<file path="src/rtl/tc_pl_cap_gain_spi_tx.sv">
// Byte-serial SPI master for the gain DAC: consecutive stx bytes form one CSn-low frame.
// Define TC_PL_GAIN_SPI_CPOL1_EN for an idle-high SCLK (mode 2); default is mode 0.
module tc_pl_cap_gain_spi_tx #(
  parameter int SPI0_0   = 8,
  parameter int CLK_DIV  = 4,
  parameter int CS_SETUP = 2,
  parameter int CS_HOLD  = 2,
  parameter int CS_IDLE  = 4
) (
  input  logic              clk,
  input  logic              rst,
  output logic              stx_idle,
  output logic              stx_dreq,
  input  logic              stx_valid,
  input  logic [SPI0_0-1:0] stx_data,
  output logic              spi_sclk,
  output logic              spi_csn,
  output logic              spi_mosi
);

  localparam int BIT_W   = (SPI0_0 > 1) ? $clog2(SPI0_0) : 1;
  localparam int SEQ_MAX = (CS_SETUP > CS_HOLD) ?
                           ((CS_SETUP > CS_IDLE) ? CS_SETUP : CS_IDLE) :
                           ((CS_HOLD  > CS_IDLE) ? CS_HOLD  : CS_IDLE);
  localparam int SEQ_W   = (SEQ_MAX > 1) ? $clog2(SEQ_MAX) : 1;

  localparam logic [7:0]       DIV_LAST   = 8'(CLK_DIV - 1);
  localparam logic [BIT_W-1:0] BIT_LAST   = BIT_W'(SPI0_0 - 1);
  localparam logic [SEQ_W-1:0] SETUP_LAST = SEQ_W'(CS_SETUP - 1);
  localparam logic [SEQ_W-1:0] HOLD_LAST  = SEQ_W'(CS_HOLD - 1);
  localparam logic [SEQ_W-1:0] IDLE_LAST  = SEQ_W'(CS_IDLE - 1);

`ifdef TC_PL_GAIN_SPI_CPOL1_EN
  localparam logic CPOL = 1'b1;
`else
  localparam logic CPOL = 1'b0;
`endif

  localparam logic [2:0] ST_IDLE  = 3'd0;
  localparam logic [2:0] ST_SETUP = 3'd1;
  localparam logic [2:0] ST_SHIFT = 3'd2;
  localparam logic [2:0] ST_HOLD  = 3'd3;
  localparam logic [2:0] ST_RECOV = 3'd4;

  logic [2:0]        r_state;
  logic [SEQ_W-1:0]  r_seq;
  logic [7:0]        r_div;
  logic              r_phase;
  logic [BIT_W-1:0]  r_bit;
  logic              r_pend;
  logic [SPI0_0-1:0] r_shift;
  logic [SPI0_0-1:0] r_nxt;
  logic              r_idle;
  logic              r_dreq;
  logic              r_sclk;
  logic              r_csn;
  logic              r_mosi;

  logic [2:0]        w_state_n;
  logic [SEQ_W-1:0]  w_seq_n;
  logic [7:0]        w_div_n;
  logic              w_phase_n;
  logic [BIT_W-1:0]  w_bit_n;
  logic              w_pend_n;
  logic [SPI0_0-1:0] w_shift_n;
  logic [SPI0_0-1:0] w_nxt_n;
  logic              w_win;
  logic              w_cap;
  logic              w_more;
  logic [SPI0_0-1:0] w_more_data;
  logic              w_idle_n;
  logic              w_dreq_n;
  logic              w_sclk_n;
  logic              w_csn_n;
  logic              w_mosi_n;

  // Next-state: the capture window is the last bit minus its first (dreq) cycle
  always_comb begin
    w_state_n = r_state;
    w_seq_n   = r_seq;
    w_div_n   = r_div;
    w_phase_n = r_phase;
    w_bit_n   = r_bit;
    w_pend_n  = r_pend;
    w_shift_n = r_shift;
    w_nxt_n   = r_nxt;

    w_win = (r_state == ST_SHIFT) && (r_bit == BIT_LAST) &&
            (r_phase || (r_div != 8'd0));
    w_cap = w_win && stx_valid && !r_pend;
    if (w_cap) begin
      w_nxt_n  = stx_data;
      w_pend_n = 1'b1;
    end
    // A byte captured on the final cycle of the bit must still chain
    w_more      = r_pend || w_cap;
    w_more_data = r_pend ? r_nxt : stx_data;

    case (r_state)
      ST_IDLE: begin
        if (stx_valid) begin
          w_state_n = ST_SETUP;
          w_shift_n = stx_data;
          w_seq_n   = '0;
        end
      end
      ST_SETUP: begin
        if (r_seq == SETUP_LAST) begin
          w_state_n = ST_SHIFT;
          w_div_n   = 8'd0;
          w_phase_n = 1'b0;
          w_bit_n   = '0;
        end else begin
          w_seq_n = r_seq + 1'b1;
        end
      end
      ST_SHIFT: begin
        if (r_div == DIV_LAST) begin
          w_div_n = 8'd0;
          if (!r_phase) begin
            w_phase_n = 1'b1;
          end else begin
            w_phase_n = 1'b0;
            if (r_bit == BIT_LAST) begin
              if (w_more) begin
                w_shift_n = w_more_data;
                w_pend_n  = 1'b0;
                w_bit_n   = '0;
              end else begin
                w_state_n = ST_HOLD;
                w_seq_n   = '0;
              end
            end else begin
              w_bit_n   = r_bit + 1'b1;
              w_shift_n = r_shift << 1;
            end
          end
        end else begin
          w_div_n = r_div + 8'd1;
        end
      end
      ST_HOLD: begin
        if (r_seq == HOLD_LAST) begin
          w_state_n = ST_RECOV;
          w_seq_n   = '0;
        end else begin
          w_seq_n = r_seq + 1'b1;
        end
      end
      ST_RECOV: begin
        if (r_seq == IDLE_LAST) begin
          w_state_n = ST_IDLE;
          w_seq_n   = '0;
        end else begin
          w_seq_n = r_seq + 1'b1;
        end
      end
      default: begin
        w_state_n = ST_IDLE;
        w_seq_n   = '0;
        w_pend_n  = 1'b0;
      end
    endcase
  end

  // Output decode from the next state so every pin comes straight off a flop
  always_comb begin
    w_idle_n = (w_state_n == ST_IDLE);
    w_csn_n  = !((w_state_n == ST_SETUP) || (w_state_n == ST_SHIFT) ||
                 (w_state_n == ST_HOLD));
    w_sclk_n = CPOL ^ ((w_state_n == ST_SHIFT) && w_phase_n);
    w_dreq_n = (w_state_n == ST_SHIFT) && (w_bit_n == BIT_LAST) &&
               !w_phase_n && (w_div_n == 8'd0);
    case (w_state_n)
      ST_SETUP, ST_SHIFT: w_mosi_n = w_shift_n[SPI0_0-1];
      ST_HOLD:            w_mosi_n = r_mosi;
      default:            w_mosi_n = 1'b0;
    endcase
  end

  always_ff @(posedge clk) begin
    if (rst) begin
      r_state <= ST_IDLE;
      r_seq   <= '0;
      r_div   <= 8'd0;
      r_phase <= 1'b0;
      r_bit   <= '0;
      r_pend  <= 1'b0;
      r_idle  <= 1'b1;
      r_dreq  <= 1'b0;
      r_sclk  <= CPOL;
      r_csn   <= 1'b1;
      r_mosi  <= 1'b0;
    end else begin
      r_state <= w_state_n;
      r_seq   <= w_seq_n;
      r_div   <= w_div_n;
      r_phase <= w_phase_n;
      r_bit   <= w_bit_n;
      r_pend  <= w_pend_n;
      r_idle  <= w_idle_n;
      r_dreq  <= w_dreq_n;
      r_sclk  <= w_sclk_n;
      r_csn   <= w_csn_n;
      r_mosi  <= w_mosi_n;
    end
  end

  always_ff @(posedge clk) begin
    r_shift <= w_shift_n;
    r_nxt   <= w_nxt_n;
  end

  assign stx_idle = r_idle;
  assign stx_dreq = r_dreq;
  assign spi_sclk = r_sclk;
  assign spi_csn  = r_csn;
  assign spi_mosi = r_mosi;

endmodule

</file>
<file path="config.mk">
export PLATFORM = sky130hd
export DESIGN_NAME = tc_pl_cap_gain_spi_tx
export DESIGN_NICKNAME = d
export VERILOG_FILES = /design/src/rtl/tc_pl_cap_gain_spi_tx.sv
export SDC_FILE = /design/constraint.sdc
export NUM_CORES = 1
export LEC_CHECK = 0
export ABC_AREA = 0
export ABC_CLOCK_PERIOD_IN_PS = 2500
export BUFFER_PORTS_ARGS = -buffer_cell sky130_fd_sc_hd__buf_2
export CAP_MARGIN = 20
export CORE_ASPECT_RATIO = 1.2
export CORE_MARGIN = 2
export CORE_UTILIZATION = 32
export DETAILED_ROUTE_END_ITERATION = 10
export PLACE_DENSITY = 0.6
export SYNTH_ARGS = -nofsm -noshare
export SYNTH_HDL_FRONTEND = slang
export SYNTH_SLANG_ARGS = --single-unit
</file>
<file path="constraint.sdc">
create_clock -name clk -period 2.5 [get_ports clk]
set_clock_uncertainty 0.1 [all_clocks]
set_input_delay 0.375 -clock clk [delete_from_list [all_inputs] [get_ports clk]]
set_output_delay 0.375 -clock clk [all_outputs]
set_load 0.005 [all_outputs]
</file>
### Yosys cells after proc, flatten, opt, wreduce, memory -nomap -nowiden

Cells that the tools add are included.

* input bits: 11
* register bits after elaboration: 39
* word-level logic and storage cells: 105
* output and inout port bits: 5

* reductions and logical operators: 24
* equal/unequal tests: 19
* mux-type cells: 45
* add/sub/neg operators: 3

Operators by type and width (number)
* $mux 8: 8
* $mux 3: 13
* $pmux 8 s2: 2
* $mux 2: 8
* $pmux 3 s5: 1
* $eq 3x2->1 const B: 4
* $pmux 2 s5: 1
* $eq 3x3->1 const B: 3
* $add 8x1->8 const B: 1
* $eq 8x2->1 const B: 1
* $logic_and 1x1->1: 8
* $logic_not 8->1: 1
* $mux 1: 8
* $ne 2x2->1 const B: 4
* $reduce_bool 8->1: 1
* $eq 3x1->1 const B: 2
* $logic_not 3->1: 2
* $pmux 1 s2: 3
* $pmux 3 s2: 1
* $reduce_and 6->1: 1
* $reduce_and 5->1: 1
* $logic_or 1x1->1: 4
* $ne 2x1->1 const B: 2
* $reduce_or 4->1: 1
* other kinds (8): 10

### Depth between registers and ports, before layout

* depth after elaboration: 15
* gate-level depth with buffers: 9
* depth with buffers taken out: 8

### Worst setup path before layout

OpenSTA, ideal clock, no wires.

* path kind: register to register
* from: reg r_state[1]
* to: reg r_shift[0] (enable)
* library setup time: 376 ps
* cell stages (with the launch flop): 7
* path buffers: 2
* data required time: 2024 ps
* period minus slack after synthesis: 2348 ps
* arrival time: 1873 ps
* path slack: 152 ps
* path through: dfxtp_1 > buf_2 > nor3b_1 > nand3_1 > or2_2 > clkbuf_1 > a32oi_1

* longest elaborated chain between the ends: 8
* elaborated cells on any way between the ends: 13
* those cells by class: eq/ne: 5; reduce/logical: 8

RTL lines
* start: declaration: line 45 `logic [2:0] r_state;`
* start signal: assignment: line 195 `r_state <= w_state_n;`
* $eq 3x2->1: line 88, 99
* $logic_and 1x1->1 (2 in a row): line 88 `w_win = (r_state == ST_SHIFT) && (r_bit == BIT_LAST) &&`
* $logic_and 1x1->1 (2 in a row): line 90 `w_cap = w_win && stx_valid && !r_pend;`
* $logic_or 1x1->1: line 96 `w_more = r_pend || w_cap;`
* $ne 3x3->1 (no source line)
* $reduce_and 5->1 (no source line) *
* end signal: assignment: line 210 `r_shift <= w_shift_n;`
* end: declaration: line 51 `logic [SPI0_0-1:0] r_shift;`

Mark *: on every way between the ends. The rest lies on a longest branch, timed or not.
A chain may end at the register's enable or synchronous reset.

### Worst setup path after layout

* from: reg r_state[1]
* to: reg r_mosi (netlist: spi_mosi)

* longest elaborated chain between the ends: 14
* elaborated cells on any way between the ends: 29
* those cells by class: eq/ne: 7; mux: 15; reduce/logical: 7

RTL lines
* $eq 3x2->1: line 88, 99
* $logic_and 1x1->1 (2 in a row): line 88
* $logic_and 1x1->1 (2 in a row): line 90
* $logic_or 1x1->1: line 96
* $mux 3: line 125 `if (w_more) begin`
* $mux 3: line 124 `if (r_bit == BIT_LAST) begin`
* $mux 3: line 120 `if (!r_phase) begin`
* $mux 3: line 118 `if (r_div == DIV_LAST) begin`
* $pmux 3 s5: line 99 `case (r_state)`
* $eq 3x1->1 / $eq 3x2->1 (equally long branches): line 174 `case (w_state_n)`
* $reduce_or 2->1: line 174
* $pmux 1 s2: line 174
* end signal: assignment: line 205 `r_mosi <= w_mosi_n;`
* end: declaration: line 57 `logic r_mosi;`

Several ways; a longest one is shown, not always the timed one. The select of a mux whose other input is x is not followed.

==> flow_summary.json <==
{
  "period_share_pct": 94.57,
  "start_util_pct": 32.93,
  "io_pins": 16,
  "synth-seq-cells": 39,
  "grt_pass1_vias": 1918,
  "netlist_instances": 262,
  "core_area_um2": 6813,
  "rr_worst_depth": 7,
  "h-tree-depth": 2,
  "fin_area_um2": 2609,
  "r2r-start": "r_state[1]",
  "grt_usage_pct": 15.20,
  "gr-total-overflow": 0,
  "wire_per_inst_um": 14.98,
  "clock-sinks": 39,
  "yosysSeqAreaShare_pct": 41.49,
  "die_area_um2": 7699,
  "synth_flop_cell": "dfxtp_1",
  "final_cell_mix": "24 x nand2_1, 24 x dfxtp_1, 20 x nor2_1",
  "yosysUniqueCellTypes": 56,
  "cts_buffers": 5,
  "synthSimpleGateAreaFrac_pct": 22.48,
  "tns_ns": 0,
  "cts_hold_buf": 0,
  "worstSetupPathType": "reg2reg",
  "slew_headroom_pct": 64.37,
  "async_flop_share_pct": 0,
  "synth-xor-area-share_pct": 1.171,
  "hold_path_class": "in2reg",
  "drt-vias-per-instance": 5.395,
  "synth_mux_area_share_pct": 0,
  "diodes": 0,
  "port_buffers": 15,
  "crit_required_ns": 2.57,
  "grt_setup_unrepaired": "no",
  "dpl.hpwl_mm": 4.019,
  "rows": 33,
  "drt_iter0_markers": 104,
  "netlist.area_leader.share_pct": 21.42,
  "maxCapViolCount": 0,
  "hold_path_depth": 1,
  "clock.fmax_mhz": 422.9,
  "drive_above_1_share_pct": 17.67,
  "cts_root_buffer": "clkbuf_8",
  "worstMarginPinSlew_ns": 0.5295,
  "status": "complete, no violations",
  "synth_area_um2": 2243,
  "yosys-top-cells-area": "dfxtp_1 21%, edfxtp_1 20%, nand2_1 4.0%",
  "critPathCaptureType": "flop",
  "dieWidth_um": 80.44,
  "first_pass_iters": 4,
  "critPathLaunchType": "flop",
  "grt_max_degree": 20,
  "via_count": 1996,
  "leakagePower_uw": 0.0009688,
  "post_dp_cell_area_um2": 2479,
  "vdd_drop_max_mv": 0.2069,
  "synth_edf_count": 15,
  "post_cts_buffers": 0,
  "synth_fa_ha_area_share_pct": 3.904,
  "antenna_found_initial": 0,
  "wirelength_mm": 5.541,
  "drv_slew": 0,
  "synth_compound_area_share_pct": 24.54,
  "drtAntennaViolNets": 0,
  "path_clk_slew_ns": 0.08,
  "hp-start": "stx_data[5]",
  "synth.avg_cell_area_um2": 8.563,
  "arrival_ns": 2.43,
  "finalHoldViolCount": 0,
  "whs_endpoint": "r_nxt[5]",
  "setup_violations": 0,
  "rr_endpoint": "spi_mosi",
  "yosys_warnings": 0,
  "grt_pass1_wl_mm": 9.094,
  "route.detailed.drc": 0,
  "cts_tree": "yes",
  "min_period_ns": 2.364,
  "synth_top_family_by_area": "compound AO/OA/AOI/OAI gates",
  "clk_latency_ns": 0.30,
  "fp.dieH_um": 95.72,
  "place_congestion": 0.8112,
  "critical_path.max_fanout": 10,
  "p_per_area_nw_per_um2": 525.7,
  "syn-num-nets": 280,
  "area_growth_syn_to_layout_pct": 16.29,
  "r2r_setup_slack_ns": 0.14,
  "cts_buffer_depth": 2,
  "layout.nets": 300,
  "synth_top_area_cell": "dfxtp_1",
  "whs_ns": 0.1685
}
==> layout make-up <==
class                           instances  area (um^2)
Fill cell                             713         4204
Multi-Input combinational cell        186         1186
Sequential cell                        39        930.9
Timing Repair Buffer                   32        202.7
Tap cell                               87        108.9
Clock buffer                            5        68.82
Inverter                               18        67.56
Clock inverter                          3        43.79
==> registers in the layout (all words and copies together), names as in the netlist <==
name      flops
r_shift       8
spi_sclk      1
r_phase       1
r_nxt         8
stx_idle      1
r_bit         3
spi_csn       1
r_seq         2
r_pend        1
r_div         8
r_state       3
stx_dreq      1
spi_mosi      1
==> layer usage <==
| metal | global-route usage [%] | wire length (um) | up-vias |
|---|---|---|---|
| li1 | - | - | 1007 |
| met1 | 19.05 | 2542 | 950 |
| met2 | 26.53 | 2782 | 35 |
| met3 | 2.814 | 176 | 4 |
| met4 | 4.520 | 40 | 0 |
| met5 | 0 | 0 | - |
==> kinds of logic after synthesis <==
family	Yosys count
simple gates	94
buf+inv	37
flops	39
xor+xnor	3
compound gates	82
fa+ha+maj	7
==> worst max-delay path, cell delays in order, from the launching register on <==
cell and delay, ns:
dfxtp_1 0.39, buf_4 0.21, or4b_2 0.79, nand2_1 0.12, a2bb2oi_1 0.20, o311ai_0 0.16
a31oi_1 0.17, o22ai_1 0.11
==> synth_stat cells, drive strengths merged, types with 2 or more instances <==
cell,count
buf,5
a41oi,2
and3,3
o311ai,7
a21oi,16
edfxtp,15
clkbuf,14
or3,5
nor3b,2
nand2,24
a211oi,2
a21o,2
nand3,8
a211o,2
nand4,2
nand2b,5
ha,7
a31oi,3
o31a,3
or4,2
nor4,4
nor2,21
a32oi,2
inv,18
o211ai,5
nor3,5
xor2,2
dfxtp,24
o21ai,17
nor2b,4
or2,2
o22ai,10
==> power by group <==
part,leakage (uW),switching (uW),internal (uW)
registers,0.000336,14.1,683
clock network,0.0000581,242,298
logic,0.000575,80.2,54.5
total,0.000969,336,1040
==> stage by stage <==
step / total power (uW) / utilization [%] / std cells / worst slack (ns)
finish: 1371 / 38.29 / 370 / 0.1356
global route: 1428 / 38.29 / 370 / 0.005502
CTS: 1382 / 38.03 / 370 / 0.1002
detailed placement: 845.8 / 36.38 / 362 / 0.1459
global placement: 842.9 / 36.38 / 362 / 0.1655
floorplan: 798.5 / - / 262 / 0.1519
==> repair_timing <==
| item | 4_1_cts | 5_1_grt |
|---|---|---|
| endpoints found under the hold margin | 0 | 0 |
| endpoints found under the setup margin | 0 | 2 |
| gates resized for setup | 0 | 4 |
==> worst max path at each step <==
stage	to	from	slack [ns]	depth (start not counted)
finish	spi_mosi	r_state[1]	0.14	7
global route	stx_dreq	r_state[2]	0.006	7
CTS	stx_dreq	r_bit[0]	0.10	8
detailed placement	stx_dreq	r_bit[0]	0.15	8
global placement	spi_mosi	r_state[1]	0.17	7
floorplan	r_shift[0]	r_state[1]	0.15	6
No activity file was read; power rests on OpenSTA's default activity.
